$ cat config.mk
export PLATFORM = sky130hd
export DESIGN_NAME = game_flow_controller
export DESIGN_NICKNAME = d
export VERILOG_FILES = /design/src/rtl/game_flow_pkg.sv /design/src/rtl/tetris_pkg.sv /design/src/rtl/gravity_timer.sv /design/src/rtl/game_flow_controller.sv
export SDC_FILE = /design/constraint.sdc
export NUM_CORES = 1
export LEC_CHECK = 0
export ABC_CLOCK_PERIOD_IN_PS = 2200
export CORE_ASPECT_RATIO = 0.5
export CORE_MARGIN = 5
export CORE_UTILIZATION = 45
export CTS_CLUSTER_DIAMETER = 60
export CTS_CLUSTER_SIZE = 12
export DETAILED_ROUTE_END_ITERATION = 8
export GPL_ROUTABILITY_DRIVEN = 1
export GPL_TIMING_DRIVEN = 0
export PLACE_DENSITY_LB_ADDON = 0.3
export SYNTH_ARGS = -nofsm -noshare
export SYNTH_HDL_FRONTEND = slang
export SYNTH_SLANG_ARGS = --single-unit
$ cat constraint.sdc
create_clock -name clk -period 2.2 [get_ports clk]
set_clock_uncertainty 0.15 [all_clocks]
set_input_delay 0.44 -clock clk [delete_from_list [all_inputs] [get_ports clk]]
set_output_delay 0.44 -clock clk [all_outputs]
set_load 0.01 [all_outputs]
$ cat src/rtl/game_flow_pkg.sv
// Game-loop sequencer types and default constants for game_flow_controller.
package game_flow_pkg;

    typedef logic [2:0] flow_state_t;

    localparam flow_state_t IDLE      = 3'd0;
    localparam flow_state_t SPAWN     = 3'd1;
    localparam flow_state_t FALL      = 3'd2;
    localparam flow_state_t LOCK      = 3'd3;
    localparam flow_state_t SETTLE    = 3'd4;
    localparam flow_state_t CLEAR     = 3'd5;
    localparam flow_state_t GAME_OVER = 3'd6;

    localparam int unsigned DEF_BOARD_HEIGHT       = 20;
    localparam int unsigned DEF_GRAVITY_BASE_TICKS = 8;
    localparam int unsigned DEF_LINES_PER_LEVEL    = 10;
    localparam int unsigned DEF_MAX_LEVEL          = 7;
    localparam int unsigned DEF_LINES_WIDTH        = 16;
    localparam int unsigned MAX_CLEARS_PER_LOCK    = 4;
    localparam int unsigned LEVEL_W                = 3;

endpackage

$ cat src/rtl/tetris_pkg.sv
// Shared Tetris types: player command encodings used by the input front end and the game loop.
package tetris_pkg;

    typedef enum logic [2:0] {
        CMD_NONE   = 3'd0,
        CMD_LEFT   = 3'd1,
        CMD_RIGHT  = 3'd2,
        CMD_ROTATE = 3'd3,
        CMD_DOWN   = 3'd4,
        CMD_DROP   = 3'd5
    } command_t;

endpackage

$ cat src/rtl/gravity_timer.sv
// Counts qualified game ticks and flags the tick on which a gravity step is due.
// Period shrinks with level: max(1, BASE_TICKS - level).
module gravity_timer
    import game_flow_pkg::*;
#(
    parameter int unsigned BASE_TICKS = DEF_GRAVITY_BASE_TICKS
) (
    input  logic               clk,
    input  logic               reset,
    input  logic               tick,
    input  logic               clr,
    input  logic [LEVEL_W-1:0] level,
    output logic               due_c
);

    localparam int unsigned CNT_W = $clog2(BASE_TICKS + 1);

    logic [CNT_W-1:0] cnt_q;
    logic [CNT_W-1:0] cnt_d;
    logic [CNT_W-1:0] period_m1;

    // ">=" rather than "==" so a period that shrank below the count fires on the next tick
    always_comb begin
        period_m1 = '0;
        if (32'(level) < BASE_TICKS - 1) begin
            period_m1 = CNT_W'(BASE_TICKS - 1 - 32'(level));
        end
        due_c = tick & (cnt_q >= period_m1);
        cnt_d = cnt_q;
        if (clr) begin
            cnt_d = '0;
        end else if (tick) begin
            cnt_d = due_c ? '0 : cnt_q + CNT_W'(1);
        end
    end

    always_ff @(posedge clk) begin
        if (reset) begin
            cnt_q <= '0;
        end else begin
            cnt_q <= cnt_d;
        end
    end

endmodule

$ cat src/rtl/game_flow_controller.sv
// Tetris game-loop sequencer: spawn, gravity, moves, lock, line clear, game over,
// plus line/level bookkeeping. Emits registered one-cycle strobes to the board datapath.
module game_flow_controller
    import tetris_pkg::*;
    import game_flow_pkg::*;
#(
    parameter int unsigned BOARD_HEIGHT       = DEF_BOARD_HEIGHT,
    parameter int unsigned GRAVITY_BASE_TICKS = DEF_GRAVITY_BASE_TICKS,
    parameter int unsigned LINES_PER_LEVEL    = DEF_LINES_PER_LEVEL,
    parameter int unsigned MAX_LEVEL          = DEF_MAX_LEVEL,
    parameter int unsigned LINES_WIDTH        = DEF_LINES_WIDTH
) (
    input  logic                            clk,
    input  logic                            reset,
    input  logic                            start,
    input  logic                            tick,
    input  logic                            move_valid,
    input  command_t                        move,
    output logic                            move_ready,
    input  logic                            down_collision,
    input  logic                            left_collision,
    input  logic                            right_collision,
    input  logic                            rotation_collision,
    input  logic                            spawn_collision,
    input  logic                            any_full_row,
    input  logic [$clog2(BOARD_HEIGHT)-1:0] full_row_y,
    output logic                            spawn_en,
    output logic                            gravity_en,
    output logic                            left_en,
    output logic                            right_en,
    output logic                            rotate_en,
    output logic                            lock_en,
    output logic                            clear_en,
    output logic [$clog2(BOARD_HEIGHT)-1:0] clear_row,
    output logic                            game_over,
    output logic [2:0]                      level,
    output logic [LINES_WIDTH-1:0]          lines_cleared,
    output flow_state_t                     state
);

    localparam int unsigned ROW_W = $clog2(BOARD_HEIGHT);
    localparam int unsigned LIL_W = $clog2(LINES_PER_LEVEL + 1);
    localparam int unsigned CC_W  = $clog2(MAX_CLEARS_PER_LOCK + 1);

    flow_state_t            state_q, state_d;
    logic                   spawn_en_q, spawn_en_d;
    logic                   gravity_en_q, gravity_en_d;
    logic                   left_en_q, left_en_d;
    logic                   right_en_q, right_en_d;
    logic                   rotate_en_q, rotate_en_d;
    logic                   lock_en_q, lock_en_d;
    logic                   clear_en_q, clear_en_d;
    logic [ROW_W-1:0]       clear_row_q, clear_row_d;
    logic                   game_over_q, game_over_d;
    logic [LEVEL_W-1:0]     level_q, level_d;
    logic [LINES_WIDTH-1:0] lines_q, lines_d;
    logic [LIL_W-1:0]       lil_q, lil_d;
    logic [CC_W-1:0]        clear_count_q, clear_count_d;

    logic tick_c;
    logic gravity_due_c;
    logic timer_clr_c;

    // Ticks outside FALL are dropped before they reach the counter
    assign tick_c = tick & (state_q == FALL);

    gravity_timer #(
        .BASE_TICKS(GRAVITY_BASE_TICKS)
    ) u_gravity_timer (
        .clk   (clk),
        .reset (reset),
        .tick  (tick_c),
        .clr   (timer_clr_c),
        .level (level_q),
        .due_c (gravity_due_c)
    );

    always_comb begin
        state_d       = state_q;
        spawn_en_d    = 1'b0;
        gravity_en_d  = 1'b0;
        left_en_d     = 1'b0;
        right_en_d    = 1'b0;
        rotate_en_d   = 1'b0;
        lock_en_d     = 1'b0;
        clear_en_d    = 1'b0;
        clear_row_d   = clear_row_q;
        game_over_d   = game_over_q;
        level_d       = level_q;
        lines_d       = lines_q;
        lil_d         = lil_q;
        clear_count_d = clear_count_q;
        timer_clr_c   = 1'b0;
        move_ready    = 1'b0;

        case (state_q)
            IDLE: begin
                if (start) state_d = SPAWN;
            end
            SPAWN: begin
                if (spawn_collision) begin
                    game_over_d = 1'b1;
                    state_d     = GAME_OVER;
                end else begin
                    spawn_en_d  = 1'b1;
                    timer_clr_c = 1'b1;
                    state_d     = FALL;
                end
            end
            FALL: begin
                // Gravity wins the cycle; a competing move stays pending
                move_ready = ~gravity_due_c;
                if (gravity_due_c) begin
                    if (down_collision) state_d = LOCK;
                    else                gravity_en_d = 1'b1;
                end
                if (move_valid & move_ready) begin
                    case (move)
                        CMD_LEFT:   left_en_d   = ~left_collision;
                        CMD_RIGHT:  right_en_d  = ~right_collision;
                        CMD_ROTATE: rotate_en_d = ~rotation_collision;
                        default:    ;
                    endcase
                end
            end
            LOCK: begin
                lock_en_d     = 1'b1;
                clear_count_d = '0;
                state_d       = SETTLE;
            end
            SETTLE: begin
                if (any_full_row && (32'(clear_count_q) < MAX_CLEARS_PER_LOCK)) state_d = CLEAR;
                else                                                          state_d = SPAWN;
            end
            CLEAR: begin
                clear_en_d    = 1'b1;
                clear_row_d   = full_row_y;
                clear_count_d = clear_count_q + CC_W'(1);
                if (lines_q != {LINES_WIDTH{1'b1}}) lines_d = lines_q + LINES_WIDTH'(1);
                if (32'(lil_q) + 32'd1 >= LINES_PER_LEVEL) begin
                    lil_d = '0;
                    if (32'(level_q) < MAX_LEVEL) level_d = level_q + LEVEL_W'(1);
                end else begin
                    lil_d = lil_q + LIL_W'(1);
                end
                state_d = SETTLE;
            end
            GAME_OVER: begin
                if (start) begin
                    lines_d       = '0;
                    level_d       = '0;
                    lil_d         = '0;
                    clear_count_d = '0;
                    game_over_d   = 1'b0;
                    timer_clr_c   = 1'b1;
                    state_d       = SPAWN;
                end
            end
            default: state_d = IDLE;
        endcase
    end

    always_ff @(posedge clk) begin
        if (reset) begin
            state_q       <= IDLE;
            spawn_en_q    <= 1'b0;
            gravity_en_q  <= 1'b0;
            left_en_q     <= 1'b0;
            right_en_q    <= 1'b0;
            rotate_en_q   <= 1'b0;
            lock_en_q     <= 1'b0;
            clear_en_q    <= 1'b0;
            clear_row_q   <= '0;
            game_over_q   <= 1'b0;
            level_q       <= '0;
            lines_q       <= '0;
            lil_q         <= '0;
            clear_count_q <= '0;
        end else begin
            state_q       <= state_d;
            spawn_en_q    <= spawn_en_d;
            gravity_en_q  <= gravity_en_d;
            left_en_q     <= left_en_d;
            right_en_q    <= right_en_d;
            rotate_en_q   <= rotate_en_d;
            lock_en_q     <= lock_en_d;
            clear_en_q    <= clear_en_d;
            clear_row_q   <= clear_row_d;
            game_over_q   <= game_over_d;
            level_q       <= level_d;
            lines_q       <= lines_d;
            lil_q         <= lil_d;
            clear_count_q <= clear_count_d;
        end
    end

    assign spawn_en      = spawn_en_q;
    assign gravity_en    = gravity_en_q;
    assign left_en       = left_en_q;
    assign right_en      = right_en_q;
    assign rotate_en     = rotate_en_q;
    assign lock_en       = lock_en_q;
    assign clear_en      = clear_en_q;
    assign clear_row     = clear_row_q;
    assign game_over     = game_over_q;
    assign level         = level_q;
    assign lines_cleared = lines_q;
    assign state         = state_q;

endmodule

**Word level (Yosys, flattened, before mapping)**

Index checks and enable logic that the tools add are counted.

- Register bits: 46
- Output and inout port bits: 36
- Logic and storage cells: 105
- Input bits: 19

- Reductions and logical operators: 19
- Add/sub/neg operators: 7
- Eq/ne operators: 18
- Bitwise gates (word level): 13
- Magnitude comparators: 4
- Multiplexer cells: 29

Operators by type and width:

| kind | number |
|---|---|
| $mux 16 | 2 |
| $pmux 16 s2 | 1 |
| $mux 3 | 8 |
| $add 16x1->16 const B | 1 |
| $mux 4 | 4 |
| $ne 16x16->1 const B | 1 |
| $pmux 3 s5 | 1 |
| $ne 2x2->1 const B | 7 |
| $eq 3x2->1 const B | 4 |
| $reduce_or 4->1 | 3 |
| $not 1->1 | 10 |
| $eq 3x3->1 const B | 3 |
| $pmux 3 s3 | 1 |
| $reduce_and 3->1 | 3 |
| $add 4x1->4 const B | 2 |
| $mux 1 | 8 |
| $pmux 4 s2 | 1 |
| $reduce_or 2->1 | 4 |
| $add 3x1->3 const B | 2 |
| $eq 3x1->1 const B | 2 |
| $lt 3x3->1 const B | 2 |
| $pmux 3 s2 | 1 |
| $add 4x1->5 const B | 1 |
| $ge 5x4->1 const B | 1 |
| 12 further kinds | 17 |

**Logic depth before layout (Yosys ltp)**

Gate-level depths: netlist of run 1.

- Word-level depth: 8
- Gate-level depth with buffers: 8
- Depth with buffers taken out: 8

**Modules after synthesis**

A second synthesis of run 1 with hierarchy kept.

- Cell total of the unflattened synthesis: 274
- Area, all modules: 2353.5 um2

By module, submodules not included:

| module | seq. area each (um2) | area an instance (um2) | times used | cells each |
|---|---|---|---|---|
| game_flow_controller | 840.8 | 2058.2 | 1 | 241 |
| gravity_timer | 80.1 | 295.3 | 1 | 33 |

**Least setup slack after synthesis of run 1**

No wires, ideal clock.

- Kind: reg2out
- From: reg level_q[0] (netlist: level[0])
- To: out move_ready
- Setup slack: -0.319 ns
- Buffers on the path: 0
- Cell stages (with the launch flop): 7
- Arrival time: 1.929 ns
- Required time: 1.610 ns
- Cells stage by stage: dfxtp_1 > ha_1 > ha_1 > or2_2 > ha_1 > a2111oi_2 > o31a_1

- Word-level cells in the longest chain between the ends: 6
- Elaborated cells between the ends (all ways): 7
- Classes of those cells: 1 x add/sub; 2 x order compare; 2 x mux; 2 x bitwise

Ends and longest elaborated chain:

| what | line | text |
|---|---|---|
| start, declared | game_flow_controller.sv:55 | `logic [LEVEL_W-1:0] level_q, level_d;` |
| start signal, assigned | game_flow_controller.sv:190 | `level_q <= level_d;` |
| $sub 3x3->4 / $lt 3x3->1 (equally long branches) | gravity_timer.sv:26, gravity_timer.sv:25 |  |
| $mux 4 (*) | gravity_timer.sv:25 | `if (32'(level) < BASE_TICKS - 1) begin` |
| $ge 4x4->1 (*) | gravity_timer.sv:28 | `due_c = tick & (cnt_q >= period_m1);` |
| $and 1x1->1 (*) | gravity_timer.sv:28 |  |
| $not 1->1 (no source line) (*) | -- |  |
| $mux 1 (*) | game_flow_controller.sv:96 | `case (state_q)` |
| end, declared | game_flow_controller.sv:19 | `output logic move_ready,` |

Mark *: on every way between the ends. The rest lies on a longest branch, timed or not.

**Final worst setup path of run 1**

Ends and elaborated chain as after synthesis.

==> summary.md, run 1 <==
### Synth
* cell with the most instances after synthesis: dfxtp_1
* share of synthesized area occupied by flip-flops and latches: 37.7%
* top cell type's share of synthesized area: 37.7%
* Mean Syn Cell Area: 8.73 um^2
* async set or reset register ratio after synthesis: 0%
* Commonest cells post-synth: dfxtp_1 (46), nand2_1 (38), a21oi_1 (18), nor2_1 (16), mux2i_1 (14)
* count of state elements after synthesis: 46
* cell area after synthesis: 2440 um^2
* number of synthesized flops with an enable pin: 0
* net count of the mapped netlist: 309
* distinct cell type count after synthesis: 55
* most area-consuming cells after synthesis: dfxtp_1 (38%), nand2_1 (5.8%), mux2i_1 (5.7%)
* Ys Warns: 0
* cell type with the highest aggregate area in the netlist: dfxtp_1
* post-synthesis cell count: 280
* ys flop type: dfxtp_1

### Floorplan
* Top Ports: 55
* core region area: 5090 um^2
* total die area: 7090 um^2
* FP Rows: 18
* starting density of the core: 48.0%
* Die Y-Extent: 62.1 um
* Horiz. Die Dim: 114 um

### Drt
* Avg WL per Cell: 15.2 um
* post-detailed-route via-to-cell ratio: 5.51
* drt first pass iters: 4
* Iter 0 DRT Violations: 75
* Final ANT Viol Nets: 0
* Total Routed Length: 6360 um
* number of DRC violations after detailed routing: 0
* number of vias in the routed layout: 2310

### Power and ir drop
* VDD IR max: 0.330 mV
* power share of the clock group: 31.9%
* internal power: 1250 uW
* fraction of power consumed by combinational cells: 16.8%
* switching component of the power: 450 uW
* leak pwr: 0.00120 uW
* total power per unit cell area: 506 nW/um^2
* relative contribution of sequential cells to total power: 51.4%
* power consumption: 1700 uW
* Switching Fraction: 26.6%

### Cells and area
* area of all placed cells without fillers: 3350 um^2
* Final #Nets: 377
* non-filler instance count after layout: 419
* Area growth, synth to finish: 37.2%
* number of antenna cells inserted: 0
* fraction of layout cells with a size suffix above 1: 13.5%
* Layout fillers: 431

### Setup path
* master of the slowest instance on the critical path: a2111oi_4
* startpoint kind of the worst setup timing path: register
* endpoint arrival time on the critical path: 2.16 ns
* slowest stage delay, CP: 0.38 ns
* critical path endpoint category: output pin
* required time of the critical path: 1.61 ns
* Reg2Reg Setup Slack: -0.05 ns
* crit path kind: reg -> out
* largest driver fanout on the critical path: 3
* critical path, cell by cell: ha_4, ha_4, nor2_4, ha_4, nand2b_4, a2111oi_4, o31a_1, buf_2
* cell occurring most often along the worst timing path: ha_4

### STA
* Tmin final: 2.75 ns
* worst hold-check slack: 0.311 ns
* Pins Over Slew Limit: 0
* setup repair after global routing missed its margin: true
* maximum operating frequency: 364 MHz
* number of hold violations in the final report: 0
* number of endpoints failing setup at the final stage: 5
* worst slew margin relative to its limit: 61.3%
* transition time at the pin with the least slew margin: 0.576 ns
* post-route fraction of the period consumed by the critical path: 125%
* Worst Setup Slack, final: -0.550 ns

### Global route
* antenna violations before repair: 0
* aggregate global-route resource usage: 17.5%
* largest net degree at the start of global routing: 14
* wire length of the first global-routing pass: 10500 um
* Congestion Overflow GR: 0
* via count of the first global-routing pass: 2180

### Placement
* count of input and output buffers: 53
* weighted congestion at the end of routability-driven global placement: 0.843
* standard cell area after detailed placement: 3120 um^2
* placed insts: 403
* half-perimeter wire length after placement: 4660 um

### Clock network
* clock tree from TritonCTS: done
* total CTS buffers: 5
* clock-pin slew of the registers on the worst-case setup and hold paths: 0.09 ns
* clk sink count: 46
* clk buf depth: 2
* root buffer selected by CTS: clkbuf_8
* H-Tree Depth: 2
* worst skew pair latency: 0.30 ns

### Outcome
* violations in the final reports: negative setup slack
* run status: finished, violations left

### Job
* number of maximum-capacitance violations: 0

### Worst hold path
* Hold Path Class: reg -> reg

layout make-up:
| type | instances | area, um^2 | area share [%] |
|---|---|---|---|
| multi-input cells | 212 | 1560 | 46.5 |
| flip-flops and latches | 46 | 928 | 27.7 |
| repair buffers | 61 | 592 | 17.6 |
| well taps | 70 | 87.6 | 2.61 |
| clock buffers | 7 | 86.3 | 2.57 |
| plain buffers | 14 | 66.3 | 1.98 |
| inverters | 8 | 30.0 | 0.896 |
| clock inverters | 1 | 5.00 | 0.149 |
placed cells by master (no fill, tap or decap), drive strengths merged, types with 4 or more instances in the layout:
cell type	count
nand2	38
clkdlybuf4s50	51
ha	10
and3	4
or3	9
xor2	4
dfxtp	46
nand2b	8
o21ai	4
nor3	12
a211oi	7
nand3b	7
clkbuf	14
nand3	7
nand4	5
nor4	9
nor2	16
buf	16
mux2i	14
inv	8
a21oi	18
state kept, by name, indices dropped and copies added, names as in the netlist, 3 cells and up:
name                   count
clear_count_q              3
clear_row                  5
level                      3
lil_q                      4
lines_cleared             16
state                      3
u_gravity_timer.cnt_q      4
power by group through the flow:
stage,sequential [uW],clock (uW),combinational [uW]
6_report,871,540,285
2_1_floorplan,893,0,139
5_1_grt,875,577,307
4_1_cts,870,548,265
3_5_place_dp,892,0,248
3_3_place_gp,891,0,241
final timing paths:
path,startpoint,endpoint,cells after the start
worst max-delay path,level[0],move_ready,8
worst min-delay path,clear_row[4],clear_row[4],2
worst max register to register,level[0],state[0],10
worst min register to register,clear_row[4],clear_row[4],2
repair_timing:
item / 4_1_cts / 5_1_grt
setup buffers: 4 / 4
hold buffers: 0 / 0
pin swaps: 3 / 9
resized for setup: 11 / 9
endpoints found under the setup margin: 5 / 20
layer usage:
metal / track usage [%] / part of all wire, % / wire length [um]
met4: 2.81 / 0.42 / 27
met5: 0 / 0 / 0
met2: 29.9 / 49 / 3090
met3: 3.58 / 3.1 / 198
met1: 23.2 / 48 / 3040
logic make-up after synthesis:
| group | Yosys count | synth area share (%) |
|---|---|---|
| buffers and inverters | 22 | 3.94 |
| AOI/OAI and AO/OA | 51 | 14.8 |
| adders and majority gates | 10 | 5.12 |
| and+or+nand+nor | 129 | 29.7 |
| xor gates and xnor gates | 7 | 2.51 |
| muxes | 15 | 6.20 |
| DFF | 46 | 37.7 |
stage by stage:
step                      TNS, ns  util (%)  setup slack [ns]
final                      -0.721      65.9            -0.550
after global routing        -1.39      65.9            -0.626
after CTS                  -0.623      64.3            -0.587
after detailed placement    -6.30      61.3            -0.727
after global placement      -5.43      61.3            -0.672
after floorplan           -0.0934         -           -0.0934
worst max-delay path, delay by kind of cell, from the launching register on:
family	cells	cell delay, ns
AOI/OAI and AO/OA	2	0.60
and+or+nand+nor	2	0.24
DFF	1	0.36
buffers and inverters	1	0.15
adders and majority gates	3	0.53
(Power assumes the default switching activity.)
==> inputs of run 2 (changes only) <==
CORE_ASPECT_RATIO = 0.7   (was 0.5)
CORE_UTILIZATION = 47   (was 45)
CTS_BUF_LIST = sky130_fd_sc_hd__clkbuf_8   (was unset)
==> run 2 against run 1 <==
  * The run still ends with negative setup slack left
  * Maximum frequency decreased by 1.8%
  * Global-route usage up 2.1 points
  * Core utilization down 1.1 points
  * Critical path depth unchanged
  * Hold slack lost 0.0038 ns
  * Power is 0.52% higher
  * Flip-flop and latch count unchanged
  * Wire length up 3.3%
  * Register-to-register slack lost 0.04 ns
  * Combinational power is 3% lower
  * Setup slack worse by 0.051 ns
  * Die area decreased by 4.6%
==> summary.md, run 2 (same netlist as run 1, synthesis figures left out) <==
### Placement
* standard cell area after detailed placement: 3120 um^2
* placed insts: 405
* weighted congestion at the end of routability-driven global placement: 0.852
* half-perimeter wire length after placement: 4660 um
* dpl ws: -0.693 ns
* count of input and output buffers: 53

### STA
* setup repair after global routing missed its margin: true
* number of endpoints failing setup at the final stage: 5
* transition time at the pin with the least slew margin: 0.745 ns
* number of hold violations in the final report: 0
* Tmin final: 2.80 ns
* Pins Over Slew Limit: 0
* maximum operating frequency: 357 MHz
* worst slew margin relative to its limit: 49.9%
* Worst Setup Slack, final: -0.602 ns
* post-route fraction of the period consumed by the critical path: 127%

### Floorplan
* Die Y-Extent: 70.3 um
* Top Ports: 55
* FP Rows: 22
* Horiz. Die Dim: 96.2 um
* starting density of the core: 47.5%
* total die area: 6760 um^2
* core region area: 5150 um^2

### Clock network
* total CTS buffers: 5
* clk buf depth: 2
* clock-pin slew of the registers on the worst-case setup and hold paths: 0.09 ns
* H-Tree Depth: 2
* clk sink count: 46
* worst skew pair latency: 0.31 ns
* clock tree from TritonCTS: done
* root buffer selected by CTS: clkbuf_8
* CTS hold repair buffers: 0

### Setup path
* slowest stage delay, CP: 0.39 ns
* r2r worst-path depth: 9
* crit path kind: reg -> out
* cell occurring most often along the worst timing path: ha_4
* required time of the critical path: 1.61 ns
* critical path, cell by cell: ha_4, ha_4, nor2_4, ha_4, nand2b_4, a2111oi_4, o31a_1, buf_2
* critical path endpoint category: output pin
* endpoint arrival time on the critical path: 2.21 ns
* startpoint kind of the worst setup timing path: register
* largest driver fanout on the critical path: 3
* master of the slowest instance on the critical path: a2111oi_4

### Global route
* antenna violations before repair: 0
* global-route met3 utilization: 7.21%
* global routing's busiest layer: met2
* largest net degree at the start of global routing: 15
* Global Route met2 Usage: 29.0%
* aggregate global-route resource usage: 19.7%
* via count of the first global-routing pass: 2231
* wire length of the first global-routing pass: 10500 um
* Congestion Overflow GR: 0
* global-route track usage on met1: 26.7%

### Power and ir drop
* total power per unit cell area: 511 nW/um^2
* VDD IR max: 0.336 mV
* leak pwr: 0.00118 uW
* power consumption: 1700 uW

### Cells and area
* non-filler instance count after layout: 417
* commonest cells after routing, fill and taps aside: clkdlybuf4s50_1 (51), dfxtp_1 (44), nand2_1 (38)
* area of all placed cells without fillers: 3340 um^2
* number of antenna cells inserted: 0
* Final #Nets: 373
* most common library cell in the layout ignoring fill and taps: clkdlybuf4s50_1
* max FFs per register: 16
* post-layout util: 64.8%
* Area growth, synth to finish: 36.6%
* fraction of layout cells with a size suffix above 1: 13.9%

### Outcome
* run status: finished, violations left
* violations in the final reports: negative setup slack

### Drt
* Final ANT Viol Nets: 0
* Total Routed Length: 6570 um
* Iter 0 DRT Violations: 158
* Avg WL per Cell: 15.7 um
* post-detailed-route via-to-cell ratio: 5.65
* drt first pass iters: 4
* number of DRC violations after detailed routing: 0
* number of vias in the routed layout: 2354

### Worst hold path
* Hold Path Class: reg -> reg
* worst hold path cell count: 2

### Job
* number of maximum-capacitance violations: 0

run 2: through the flow:
step                      hold WS (ns)  setup TNS (ns)
after floorplan                  0.312         -0.0934
after global placement           0.292           -5.30
after detailed placement         0.292           -5.56
after CTS                        0.310          -0.940
after global routing             0.339           -1.58
final                            0.307          -0.788
run 2: timing repair:
item | 4_1_cts | 5_1_grt
setup endpoints to repair | 4 | 21
hold endpoints to repair | 0 | 0
cloned | 0 | 0
pin swaps | 4 | 7
buffers inserted | 4 | 0
gates resized for setup | 9 | 13
run 2: path summary, 6_finish.rpt:
path	start	to	slack, ns
hold reg to reg	clear_row[0]	clear_row[0]	0.31
setup reg to reg	level[1]	left_en	-0.09
hold / removal	clear_row[0]	clear_row[0]	0.31
setup / recovery	level[1]	move_ready	-0.60
run 2: worst max-delay path: cells and delay by family, from the launching register on:
kind            cells  cell delay (ns)
compound gates      2             0.62
fa+ha+maj           3             0.52
buf+inv             1             0.15
flops               1             0.36
simple gates        2             0.23
run 2: final cells by class:
type | count | area [um^2]
Buffer | 14 | 66.3
Clock buffer | 6 | 82.6
Clock inverter | 2 | 12.5
Fill cell | 448 | 1810
Inverter | 8 | 30.0
Multi-Input combinational cell | 212 | 1570
Sequential cell | 46 | 928
Tap cell | 72 | 90.1
Timing Repair Buffer | 57 | 558
run 2: routing by layer:
layer	up-vias	part of all wire, %
met5	-	0
met4	0	1.3
met3	11	8.5
met2	95	43
met1	1097	47
li1	1151	-
run 2: power breakdown:
group / internal (uW) / switching (uW) / leakage [uW] / total (uW)
clock: 253 / 304 / 0.0000472 / 557
sequential: 848 / 22.4 / 0.000373 / 870
combinational: 136 / 141 / 0.000759 / 277
total: 1240 / 467 / 0.00118 / 1700
==> inputs of run 3 (changes only) <==
TNS_END_PERCENT = 50   (was unset)
==> run 3 against run 2 <==
  * The run still ends with negative setup slack left
  * Final cell count up 0.24%
  * Sequential share of layout area is essentially flat
  * Via count about the same
  * Cell area barely moved
  * Setup slack improved by 0.094 ns
  * Global-route usage is essentially flat
==> summary.md, run 3 (same netlist as run 1, synthesis figures left out) <==
### Outcome
* run status: finished, violations left
* violations in the final reports: negative setup slack

### Drt
* drt first pass iters: 4
* Total Routed Length: 6470 um
* post-detailed-route via-to-cell ratio: 5.63
* Final ANT Viol Nets: 0
* number of DRC violations after detailed routing: 0
* Avg WL per Cell: 15.5 um
* number of vias in the routed layout: 2355
* Iter 0 DRT Violations: 110

### Floorplan
* Horiz. Die Dim: 96.2 um
* Top Ports: 55
* starting density of the core: 47.5%
* core region area: 5150 um^2
* Die Y-Extent: 70.3 um
* total die area: 6760 um^2
* FP Rows: 22

### Setup path
* slowest stage delay, CP: 0.37 ns
* cell occurring most often along the worst timing path: ha_4
* Levels on crit path: 8
* critical path endpoint category: output pin
* critical path, cell by cell: ha_4, ha_4, nor2_4, ha_4, nand2b_4, a2111oi_4, o31a_1, buf_2
* required time of the critical path: 1.61 ns
* endpoint arrival time on the critical path: 2.12 ns
* master of the slowest instance on the critical path: a2111oi_4
* startpoint kind of the worst setup timing path: register
* largest driver fanout on the critical path: 3
* crit path kind: reg -> out
* number of buffers and inverters on the critical path: 1
* category of cells accounting for the largest share of critical-path delay: compound AO/OA/AOI/OAI gates
* r2r worst-path depth: 9

### Global route
* largest net degree at the start of global routing: 15
* Congestion Overflow GR: 0
* antenna violations before repair: 0
* wire length of the first global-routing pass: 10500 um
* aggregate global-route resource usage: 19.6%
* via count of the first global-routing pass: 2228

### Clock network
* total CTS buffers: 5
* H-Tree Depth: 2
* clk buf depth: 2
* CTS hold repair buffers: 0
* root buffer selected by CTS: clkbuf_8
* worst skew pair latency: 0.31 ns
* clock-pin slew of the registers on the worst-case setup and hold paths: 0.09 ns
* clock tree from TritonCTS: done
* clk sink count: 46

### Cells and area
* number of antenna cells inserted: 0
* max FFs per register: 16
* fraction of layout cells with a size suffix above 1: 13.9%
* Final #Nets: 374
* most common library cell in the layout ignoring fill and taps: clkdlybuf4s50_1
* commonest cells after routing, fill and taps aside: clkdlybuf4s50_1 (51), dfxtp_1 (44), nand2_1 (38)
* Layout fillers: 448
* post-layout util: 64.9%
* Area growth, synth to finish: 36.7%

### Placement
* count of input and output buffers: 53
* half-perimeter wire length after placement: 4660 um
* weighted congestion at the end of routability-driven global placement: 0.852

### STA
* worst slew margin relative to its limit: 53.9%
* Pins Over Slew Limit: 0
* maximum operating frequency: 369 MHz
* worst hold-check slack: 0.307 ns
* Tmin final: 2.71 ns
* number of endpoints failing setup at the final stage: 4
* Worst Setup Slack, final: -0.507 ns
* transition time at the pin with the least slew margin: 0.685 ns
* setup repair after global routing missed its margin: true
* number of hold violations in the final report: 0
* post-route fraction of the period consumed by the critical path: 123%

### Power and ir drop
* VDD IR max: 0.333 mV
* leak pwr: 0.00118 uW
* total power per unit cell area: 508 nW/um^2

### Worst hold path
* Hold Path Class: reg -> reg
* worst hold path cell count: 2

### Job
* number of maximum-capacitance violations: 0

[run 3: cell types whose count changed in the layout (fill, tap and decap cells not counted), sizes merged]
cell	delta
buf	+1
[run 3: layout make-up]
type / instances / area, um^2 / share of cell area, %
plain buffers: 14 / 66.3 / 1.99
clock buffers: 6 / 82.6 / 2.47
clock inverters: 2 / 12.5 / 0.375
inverters: 8 / 30.0 / 0.899
multi-input cells: 212 / 1560 / 46.8
flip-flops and latches: 46 / 928 / 27.8
well taps: 72 / 90.1 / 2.70
repair buffers: 58 / 566 / 16.9
[run 3: routing by layer]
| layer | track usage [%] | up-vias | routed length, um |
|---|---|---|---|
| met1 | 26.7 | 1108 | 3030 |
| li1 | - | 1157 | - |
| met5 | 0 | - | 0 |
| met2 | 28.9 | 85 | 2770 |
| met3 | 7.21 | 5 | 599 |
| met4 | 5.36 | 0 | 68 |
[run 3: worst reg2reg max path: stages (launching register included)]
cell	delay, ns
dfxtp_4	0.36
ha_4	0.16
ha_4	0.16
or2_4	0.23
ha_4	0.27
a2111oi_4	0.06
buf_4	0.15
nor3_4	0.42
buf_4	0.20
nor3_2	0.03
[run 3: timing repair]
action / in CTS / in global routing
pin swaps: 3 / 8
gates resized for setup: 9 / 12
endpoints found under the setup margin: 4 / 21
buffers inserted: 4 / 1
endpoints found under the hold margin: 0 / 0
[run 3: metrics by stage]
stage	total power (uW)	setup slack (ns)	cells	setup TNS, ns	cell area [um^2]
floorplan	1030	-0.0934	280	-0.0934	2500
global placement	1140	-0.663	405	-5.30	3120
detailed placement	1140	-0.693	405	-5.56	3120
CTS	1690	-0.543	417	-0.936	3270
global route	1760	-0.608	418	-1.33	3340
finish	1700	-0.507	418	-0.717	3340
[run 3: worst paths after layout]
check                 end    startpoint  slack [ns]
max            move_ready      level[1]       -0.51
min          clear_row[0]  clear_row[0]        0.31
max reg2reg      right_en      level[1]       -0.10
min reg2reg  clear_row[0]  clear_row[0]        0.31
[run 3: power breakdown]
part	internal (uW)	switching (uW)
sequential	848	22.2
clock	253	300
combinational	136	136
